### src/rtl/aes_ctrl_pkg.sv
// Shared types and constants for the AES Wishbone controller: FSM states,
// register offsets, CTRL/STATUS bit positions and a byte-lane merge helper.
package aes_ctrl_pkg;

  typedef enum logic [2:0] {
    ST_IDLE,
    ST_KINIT,
    ST_KWAIT,
    ST_BSTART,
    ST_BWAIT,
    ST_DONE
  } state_e;

  localparam logic [7:0] OFF_CTRL   = 8'h00;
  localparam logic [7:0] OFF_STATUS = 8'h04;
  localparam logic [7:0] OFF_KEY0   = 8'h10;
  localparam logic [7:0] OFF_BLK0   = 8'h20;
  localparam logic [7:0] OFF_RES0   = 8'h30;

  localparam int unsigned CTRL_START    = 0;
  localparam int unsigned CTRL_ENCDEC   = 1;
  localparam int unsigned CTRL_IRQ_EN   = 2;
  localparam int unsigned CTRL_KEEP_KEY = 3;

  localparam int unsigned STAT_BUSY    = 0;
  localparam int unsigned STAT_DONE    = 1;
  localparam int unsigned STAT_TIMEOUT = 2;

  // Replace only the byte lanes selected by sel.
  function automatic logic [31:0] merge_bytes(input logic [31:0] cur,
                                              input logic [31:0] wdata,
                                              input logic [3:0]  sel);
    logic [31:0] r;
    for (int i = 0; i < 4; i++) begin
      r[8*i +: 8] = sel[i] ? wdata[8*i +: 8] : cur[8*i +: 8];
    end
    return r;
  endfunction

endpackage

### src/rtl/aes_wb_regs.sv
// Wishbone slave decode, single-cycle registered ack and the AES register bank
// (CTRL, STATUS, KEY0..3, BLK0..3, RES0..3).
module aes_wb_regs
  import aes_ctrl_pkg::*;
#(
  parameter logic [31:0] BASE_ADDR = 32'h3000_0000
) (
  input  logic         clk,
  input  logic         rst_n,
  input  logic         cyc,
  input  logic         stb,
  input  logic         we,
  input  logic [3:0]   sel,
  input  logic [31:0]  adr,
  input  logic [31:0]  wdata,
  output logic         ack,
  output logic [31:0]  rdata,
  input  logic         busy,
  input  logic         capture,
  input  logic         timeout_evt,
  input  logic [127:0] result,
  output logic [127:0] key,
  output logic [127:0] block,
  output logic         encdec,
  output logic         keep_key,
  output logic         start,
  output logic         irq
);

  logic         req, wr, wr_ctrl, wr_stat, wr_key, wr_blk;
  logic [7:0]   off;
  logic [6:0]   lsb;
  logic [1:0]   unused_adr;
  logic         irq_en, done, timeout;
  logic         irq_en_d, done_d, timeout_d, encdec_d, keep_key_d, start_d;
  logic [127:0] res;
  logic [31:0]  rd_word;

  assign off        = {adr[7:2], 2'b00};
  assign unused_adr = adr[1:0];
  // Word 0 of each 128-bit register is its most significant 32 bits.
  assign lsb        = {~adr[3:2], 5'b00000};

  // ~ack guarantees an idle cycle between consecutive acks.
  assign req     = cyc & stb & ~ack & (adr[31:8] == BASE_ADDR[31:8]);
  assign wr      = req & we;
  assign wr_ctrl = wr & (off == OFF_CTRL);
  assign wr_stat = wr & (off == OFF_STATUS);
  assign wr_key  = wr & ~busy & (off[7:4] == OFF_KEY0[7:4]);
  assign wr_blk  = wr & ~busy & (off[7:4] == OFF_BLK0[7:4]);

  // Read mux; unmapped offsets return zero.
  always_comb begin
    rd_word = '0;
    if (off == OFF_CTRL) begin
      rd_word[CTRL_ENCDEC]   = encdec;
      rd_word[CTRL_IRQ_EN]   = irq_en;
      rd_word[CTRL_KEEP_KEY] = keep_key;
    end else if (off == OFF_STATUS) begin
      rd_word[STAT_BUSY]    = busy;
      rd_word[STAT_DONE]    = done;
      rd_word[STAT_TIMEOUT] = timeout;
    end else if (off[7:4] == OFF_KEY0[7:4]) begin
      rd_word = key[lsb +: 32];
    end else if (off[7:4] == OFF_BLK0[7:4]) begin
      rd_word = block[lsb +: 32];
    end else if (off[7:4] == OFF_RES0[7:4]) begin
      rd_word = res[lsb +: 32];
    end
  end

  // Control/status next values: W1C first, then START, then FSM events.
  always_comb begin
    irq_en_d   = irq_en;
    done_d     = done;
    timeout_d  = timeout;
    encdec_d   = encdec;
    keep_key_d = keep_key;
    start_d    = 1'b0;
    if (wr_stat && sel[0]) begin
      if (wdata[STAT_DONE])    done_d    = 1'b0;
      if (wdata[STAT_TIMEOUT]) timeout_d = 1'b0;
    end
    if (wr_ctrl && sel[0]) begin
      irq_en_d   = wdata[CTRL_IRQ_EN];
      keep_key_d = wdata[CTRL_KEEP_KEY];
      if (!busy) begin
        encdec_d = wdata[CTRL_ENCDEC];
        if (wdata[CTRL_START]) begin
          start_d   = 1'b1;
          done_d    = 1'b0;
          timeout_d = 1'b0;
        end
      end
    end
    if (capture) begin
      done_d    = 1'b1;
      timeout_d = 1'b0;
    end
    if (timeout_evt) begin
      timeout_d = 1'b1;
      done_d    = 1'b0;
    end
  end

  always_ff @(posedge clk or negedge rst_n) begin
    if (!rst_n) begin
      ack      <= 1'b0;
      rdata    <= '0;
      key      <= '0;
      block    <= '0;
      res      <= '0;
      encdec   <= 1'b0;
      keep_key <= 1'b0;
      irq_en   <= 1'b0;
      done     <= 1'b0;
      timeout  <= 1'b0;
      start    <= 1'b0;
      irq      <= 1'b0;
    end else begin
      ack      <= req;
      rdata    <= (req && !we) ? rd_word : '0;
      encdec   <= encdec_d;
      keep_key <= keep_key_d;
      irq_en   <= irq_en_d;
      done     <= done_d;
      timeout  <= timeout_d;
      start    <= start_d;
      irq      <= (done_d | timeout_d) & irq_en_d;
      if (wr_key) key[lsb +: 32]   <= merge_bytes(key[lsb +: 32], wdata, sel);
      if (wr_blk) block[lsb +: 32] <= merge_bytes(block[lsb +: 32], wdata, sel);
      if (capture) res <= result;
    end
  end

endmodule

### src/rtl/aes_wb_ctrl.sv
// AES engine sequencer behind a Wishbone register bank: key expansion, block
// processing, result capture and completion IRQ. Optional watchdog on the
// engine wait states is enabled by defining AES_WB_CTRL_TIMEOUT_EN.
module aes_wb_ctrl
  import aes_ctrl_pkg::*;
#(
  parameter logic [31:0] BASE_ADDR   = 32'h3000_0000,
  parameter int unsigned TIMEOUT_CYC = 1024,
  parameter int unsigned CNT_W       = 11
) (
  input  logic         wb_clk_i,
  input  logic         wb_rst_n_i,
  input  logic         wbs_cyc_i,
  input  logic         wbs_stb_i,
  input  logic         wbs_we_i,
  input  logic [3:0]   wbs_sel_i,
  input  logic [31:0]  wbs_adr_i,
  input  logic [31:0]  wbs_dat_i,
  output logic         wbs_ack_o,
  output logic [31:0]  wbs_dat_o,
  output logic [127:0] core_key,
  output logic [127:0] core_block,
  output logic         core_encdec,
  output logic         core_init,
  output logic         core_next,
  input  logic         core_ready,
  input  logic [127:0] core_result,
  input  logic         core_result_valid,
  output logic         irq_o
);

  state_e state_q, state_d;
  logic   busy, start, keep_key, capture_c, timeout_c, tmo_hit;
  logic   mask_q, key_valid_q;

  assign busy = (state_q != ST_IDLE);

  aes_wb_regs #(
    .BASE_ADDR(BASE_ADDR)
  ) u_regs (
    .clk        (wb_clk_i),
    .rst_n      (wb_rst_n_i),
    .cyc        (wbs_cyc_i),
    .stb        (wbs_stb_i),
    .we         (wbs_we_i),
    .sel        (wbs_sel_i),
    .adr        (wbs_adr_i),
    .wdata      (wbs_dat_i),
    .ack        (wbs_ack_o),
    .rdata      (wbs_dat_o),
    .busy       (busy),
    .capture    (capture_c),
    .timeout_evt(timeout_c),
    .result     (core_result),
    .key        (core_key),
    .block      (core_block),
    .encdec     (core_encdec),
    .keep_key   (keep_key),
    .start      (start),
    .irq        (irq_o)
  );

`ifdef AES_WB_CTRL_TIMEOUT_EN
  logic [CNT_W-1:0] cnt_q;
  logic             in_wait;

  assign in_wait = (state_q == ST_KWAIT) || (state_q == ST_BWAIT);
  assign tmo_hit = in_wait && (cnt_q == CNT_W'(TIMEOUT_CYC - 1));

  // Cleared on every state change so each wait state starts from zero.
  always_ff @(posedge wb_clk_i or negedge wb_rst_n_i) begin
    if (!wb_rst_n_i)             cnt_q <= '0;
    else if (state_d != state_q) cnt_q <= '0;
    else if (in_wait)            cnt_q <= cnt_q + CNT_W'(1);
  end
`else
  logic [CNT_W-1:0] unused_cnt;
  assign unused_cnt = CNT_W'(TIMEOUT_CYC);
  assign tmo_hit    = 1'b0;
`endif

  always_comb begin
    state_d   = state_q;
    capture_c = 1'b0;
    timeout_c = 1'b0;
    case (state_q)
      ST_IDLE:   if (start) state_d = (!keep_key || !key_valid_q) ? ST_KINIT : ST_BSTART;
      ST_KINIT:  state_d = ST_KWAIT;
      ST_KWAIT: begin
        if (!mask_q && core_ready) begin
          state_d = ST_BSTART;
        end else if (tmo_hit) begin
          state_d   = ST_IDLE;
          timeout_c = 1'b1;
        end
      end
      ST_BSTART: state_d = ST_BWAIT;
      ST_BWAIT: begin
        if (!mask_q && core_ready && core_result_valid) begin
          state_d = ST_DONE;
        end else if (tmo_hit) begin
          state_d   = ST_IDLE;
          timeout_c = 1'b1;
        end
      end
      ST_DONE: begin
        capture_c = 1'b1;
        state_d   = ST_IDLE;
      end
      default:   state_d = ST_IDLE;
    endcase
  end

  // Pulses are registered; mask_q blinds the ready check for the cycle after a pulse.
  always_ff @(posedge wb_clk_i or negedge wb_rst_n_i) begin
    if (!wb_rst_n_i) begin
      state_q     <= ST_IDLE;
      mask_q      <= 1'b0;
      key_valid_q <= 1'b0;
      core_init   <= 1'b0;
      core_next   <= 1'b0;
    end else begin
      state_q   <= state_d;
      mask_q    <= core_init | core_next;
      core_init <= (state_d == ST_KINIT);
      core_next <= (state_d == ST_BSTART);
      if (state_q == ST_KINIT) key_valid_q <= 1'b1;
    end
  end

endmodule

### config.mk
export PLATFORM = sky130hd
export DESIGN_NAME = aes_wb_ctrl
export DESIGN_NICKNAME = d
export VERILOG_FILES = /design/src/rtl/aes_ctrl_pkg.sv /design/src/rtl/aes_wb_regs.sv /design/src/rtl/aes_wb_ctrl.sv
export SDC_FILE = /design/constraint.sdc
export NUM_CORES = 1
export LEC_CHECK = 0
export BUFFER_PORTS_ARGS = -buffer_cell sky130_fd_sc_hd__buf_4
export CAP_MARGIN = 20
export CORE_ASPECT_RATIO = 0.75
export CORE_MARGIN = 10
export CORE_UTILIZATION = 50
export CTS_CLUSTER_DIAMETER = 120
export CTS_CLUSTER_SIZE = 12
export DETAILED_ROUTE_END_ITERATION = 16
export PLACE_DENSITY = 0.79
export SKIP_LAST_GASP = 1
export SLEW_MARGIN = 25
export SYNTH_ARGS = -nofsm -noshare
export SYNTH_HDL_FRONTEND = slang
export SYNTH_SLANG_ARGS = --single-unit
### constraint.sdc
create_clock -name wb_clk_i -period 1.9 [get_ports wb_clk_i]
set_clock_uncertainty 0.15 [all_clocks]
set_input_delay 0.38 -clock wb_clk_i [delete_from_list [all_inputs] [get_ports wb_clk_i]]
set_output_delay 0.38 -clock wb_clk_i [all_outputs]
set_load 0.01 [all_outputs]
==> run_results.csv <==
group,metric,value,unit
setup_path,cp_slowest_stage_delay,0.38,ns
setup_path,critical_path_class,"reg -> reg",
setup_path,cp_slowest_cell,"dfrtp_1",
setup_path,cp_top_family,"simple AND/OR/NAND/NOR gates",
sta,fmaxAchievable,0.454,GHz
floorplan,fp.dieH,201,um
route,drtIter0Drc,1484,
yosys,synth-edff-count,0,
route,via_per_inst,5.91,
clock_network,root_buffer,"clkbuf_16",
clock_network,clk_pin_slew,0.06,ns
route,num_vias,17400,
route,drt-wirelength-per-cell,28.6,um
yosys,netlist_area,0.0219,mm^2
yosys,syn_nets,1769,
sta,whs,0.0358,ns
yosys,syn-instance-count,1560,
setup_path,crit_chain,"and4bb_1, nand4_4, nor2_4, buf_12, nand4_4, buf_12, mux2_4",
place,hpwl,57500,um
clock_network,clock_path_buffers,3,
clock_network,h-tree-depth,2,
cells_and_area,design_area,0.0310,mm^2
flow_run,max-cap-violations,0,
place,port-buffer-count,493,
global_routing,grt_overflow,0,
global_routing,grt_pass1_vias,19000,
floorplan,rows,66,
yosys,yosys_warnings,0,
cells_and_area,num-fill-cells,2795,
sta,maxSlewHeadroom,69.3,%
cells_and_area,finalNonFillerCells,2937,
global_routing,grt_pass1_wl,124000,um
sta,fin_ws,-0.301,ns
route,drc,0,
sta,fin_crit,2.20,ns
yosys,yosysSeqAreaShare,49.3,%
pwr,static-leakage-power,0.0155,uW
sta,worstMarginPinSlew,0.461,ns
setup_path,required,2.18,ns
cells_and_area,fin_nets,2561,
floorplan,ios,496,
sta,setup_violations,293,
floorplan,initial_core_util,50.6,%
floorplan,dieWidth,262,um
route,first_pass_iters,5,
cells_and_area,seq_area,0.0108,mm^2
setup_path,cp-end-kind,"register",
sta,finalHoldViolCount,0,
run_status,violations,"negative setup slack",
yosys,async_flop_share,100,%
yosys,syn_area_per_cell,14.0,um^2
sta,timing.final.crit_share,116,%
sta,drv_slew,0,
floorplan,dieArea,0.0526,mm^2
run_status,status,"finished with violations",
cells_and_area,multi_input_area,0.0108,mm^2
setup_path,worstSetupStartpointType,"register",
route,ant_nets,0,
clock_network,insertion_delay,0.57,ns
place,placed_area,0.0283,mm^2
global_routing,grt_usage,31.0,%
cells_and_area,syn_to_final_growth,41.8,%
global_routing,grt_max_degree,79,
pwr,peakVddDrop,0.000834,V
global_routing,antenna_found_initial,4,
pwr,powerDensity,776,mW/mm^2
place,globalplace.congestion,0.921,
setup_path,crit_arrival,2.48,ns
yosys,synth_cell_types,52,
place,dp_cells,2743,
hold_path,worstHoldPathType,"in -> reg",
clock_network,cts_tree,"built",
sta,rsz0062_at_grt,"true",
setup_path,worst-path-max-fanout,23,
yosys,yosys_most_used_dff,"dfrtp_1",
setup_path,cp.buffers_inverters,2,
clock_network,numCtsBuffers,41,
floorplan,core-area,0.0433,mm^2
route,drt_wl_total,84000,um
clock_network,cts.sinks,431,
yosys,synth_seq_cells,431,
place,place_ws,-0.553,ns
pwr,finalPower,24100,uW
cells_and_area,drive_gt1_share,56.4,%
==> sequential cells by signal, summed over array words and instances (netlist names), 3 cells and up <==
register / flops
u_regs.rdata: 32
u_regs.res: 128
u_regs.block: 128
state_q: 3
u_regs.key: 128
==> area by class of cell <==
cell class	count	share of cell area, %
diodes	5	0.0403
clock buffers	42	3.32
clock inverters	3	0.133
inverters	5	0.0928
multi-input cells	1008	34.7
flip-flops and latches	431	34.8
well taps	578	2.33
repair buffers	865	24.6
==> worst paths after layout <==
check | cells after the start | slack [ns] | startpoint | to
setup / recovery | 7 | -0.30 | u_regs.ack | u_regs.block[14]
hold / removal | 3 | 0.04 | wbs_dat_i[2] | u_regs.irq_en
setup reg to reg | 7 | -0.30 | u_regs.ack | u_regs.block[14]
hold reg to reg | 1 | 0.32 | core_next | mask_q
max in group asynchronous | 3 | 0.63 | wb_rst_n_i | u_regs.rdata[8]
min in group asynchronous | 2 | 0.19 | wb_rst_n_i | u_regs.res[35]
==> worst min-delay path, cell delays in order <==
cell and delay (ns):
buf_4 0.15, mux2i_2 0.09, inv_1 0.07
==> metrics by stage <==
stage	utilization, %	setup TNS (ns)
5_1_grt	71.7	-80.22
4_1_cts	71.1	-64.54
2_1_floorplan	-	-47.39
6_report	71.7	-63.52
3_3_place_gp	65.4	-123.38
3_5_place_dp	65.4	-135.44
==> per-layer routing <==
| layer | share of wire, % | track usage [%] | up-vias | wire [um] |
|---|---|---|---|---|
| li1 | - | - | 7168 | - |
| met1 | 37 | 38.3 | 8910 | 31000 |
| met2 | 48 | 50.5 | 1069 | 40400 |
| met3 | 11 | 8.98 | 216 | 8830 |
| met4 | 4.4 | 12.5 | 0 | 3710 |
| met5 | 0 | 0 | - | 0 |
==> placed cells by master, fill, tap and decap left out, types with 3 or more instances in the layout <==
cell type	synthesis	layout
a221oi_2	0	3
a22oi_1	28	28
and2_4	0	3
buf_12	0	54
buf_4	8	665
buf_6	21	7
clkbuf_16	0	45
dfrtp_1	431	431
diode_2	0	5
dlygate4sd3_1	0	131
ha_1	6	4
inv_1	5	3
inv_6	0	3
mux2_1	64	36
mux2_2	145	144
mux2_4	180	209
mux2i_1	65	26
mux2i_2	0	39
mux4_2	96	96
nand2_1	5	3
nand2b_1	32	31
nand3_1	6	5
nand3b_1	5	5
nand4_4	8	9
nor2_1	290	290
nor3_1	11	11
nor3_2	21	21
nor4_4	3	5
==> synthesized netlist by cell type (2+ instances only) <==
cell type  instances  area [um^2]
ha_1               6         75.1
and2_1             5         31.3
buf_1              9         33.8
mux2_1            64          721
a221oi_1           3         26.3
mux2_4           180         2700
dfrtp_1          431        10800
clkbuf_1          45          169
nand2b_1          32          200
inv_1              5         18.8
nand3b_1           5         37.5
nor4_1             2         12.5
buf_2             32          160
mux4_2            96         2160
nand4_4            8          170
buf_4              8         60.1
a311oi_1           2         17.5
o21ai_0            2         10.0
nor3b_1            2         15.0
nor4_4             3         63.8
mux2_2           145         1630
nor3_2            21          210
nor4_2             3         37.5
nor3_1            11         55.1
or2_2              2         12.5
mux2i_1           65          651
nand3_1            6         30.0
buf_6             21          236
a21oi_1            2         10.0
nand2_1            5         18.8
nor2_1           290         1090
nand4_2            2         25.0
a22oi_1           28          210
==> power breakdown <==
| part | switching (uW) | leakage, uW | internal [uW] |
|---|---|---|---|
| Combinational | 2180 | 0.00926 | 2880 |
| Clock | 3600 | 0.000525 | 3850 |
| Sequential | 917 | 0.00571 | 10600 |
==> what timing repair did <==
| action | CTS | global route |
|---|---|---|
| hold endpoints to repair | 379 | 0 |
| hold buffers | 131 | 0 |
| pin swaps | 0 | 2 |
| endpoints found under the setup margin | 292 | 295 |
| gates resized for setup | 14 | 9 |
| setup buffers | 2 | 5 |
| gates cloned | 1 | 5 |
==> cells by family (layout without fill, tap and decap cells) <==
| logic type | after synthesis | after routing | share of synthesized area (%) |
|---|---|---|---|
| and+or+nand+nor | 409 | 409 | 9.78 |
| other | 0 | 5 | 0 |
| buffers and inverters | 121 | 915 | 3.17 |
| adders and majority gates | 6 | 6 | 0.343 |
| AOI/OAI and AO/OA | 43 | 43 | 1.46 |
| DFF | 431 | 431 | 49.3 |
| muxes | 550 | 550 | 36.0 |
Note: power is estimated with default switching activity, not from simulation.
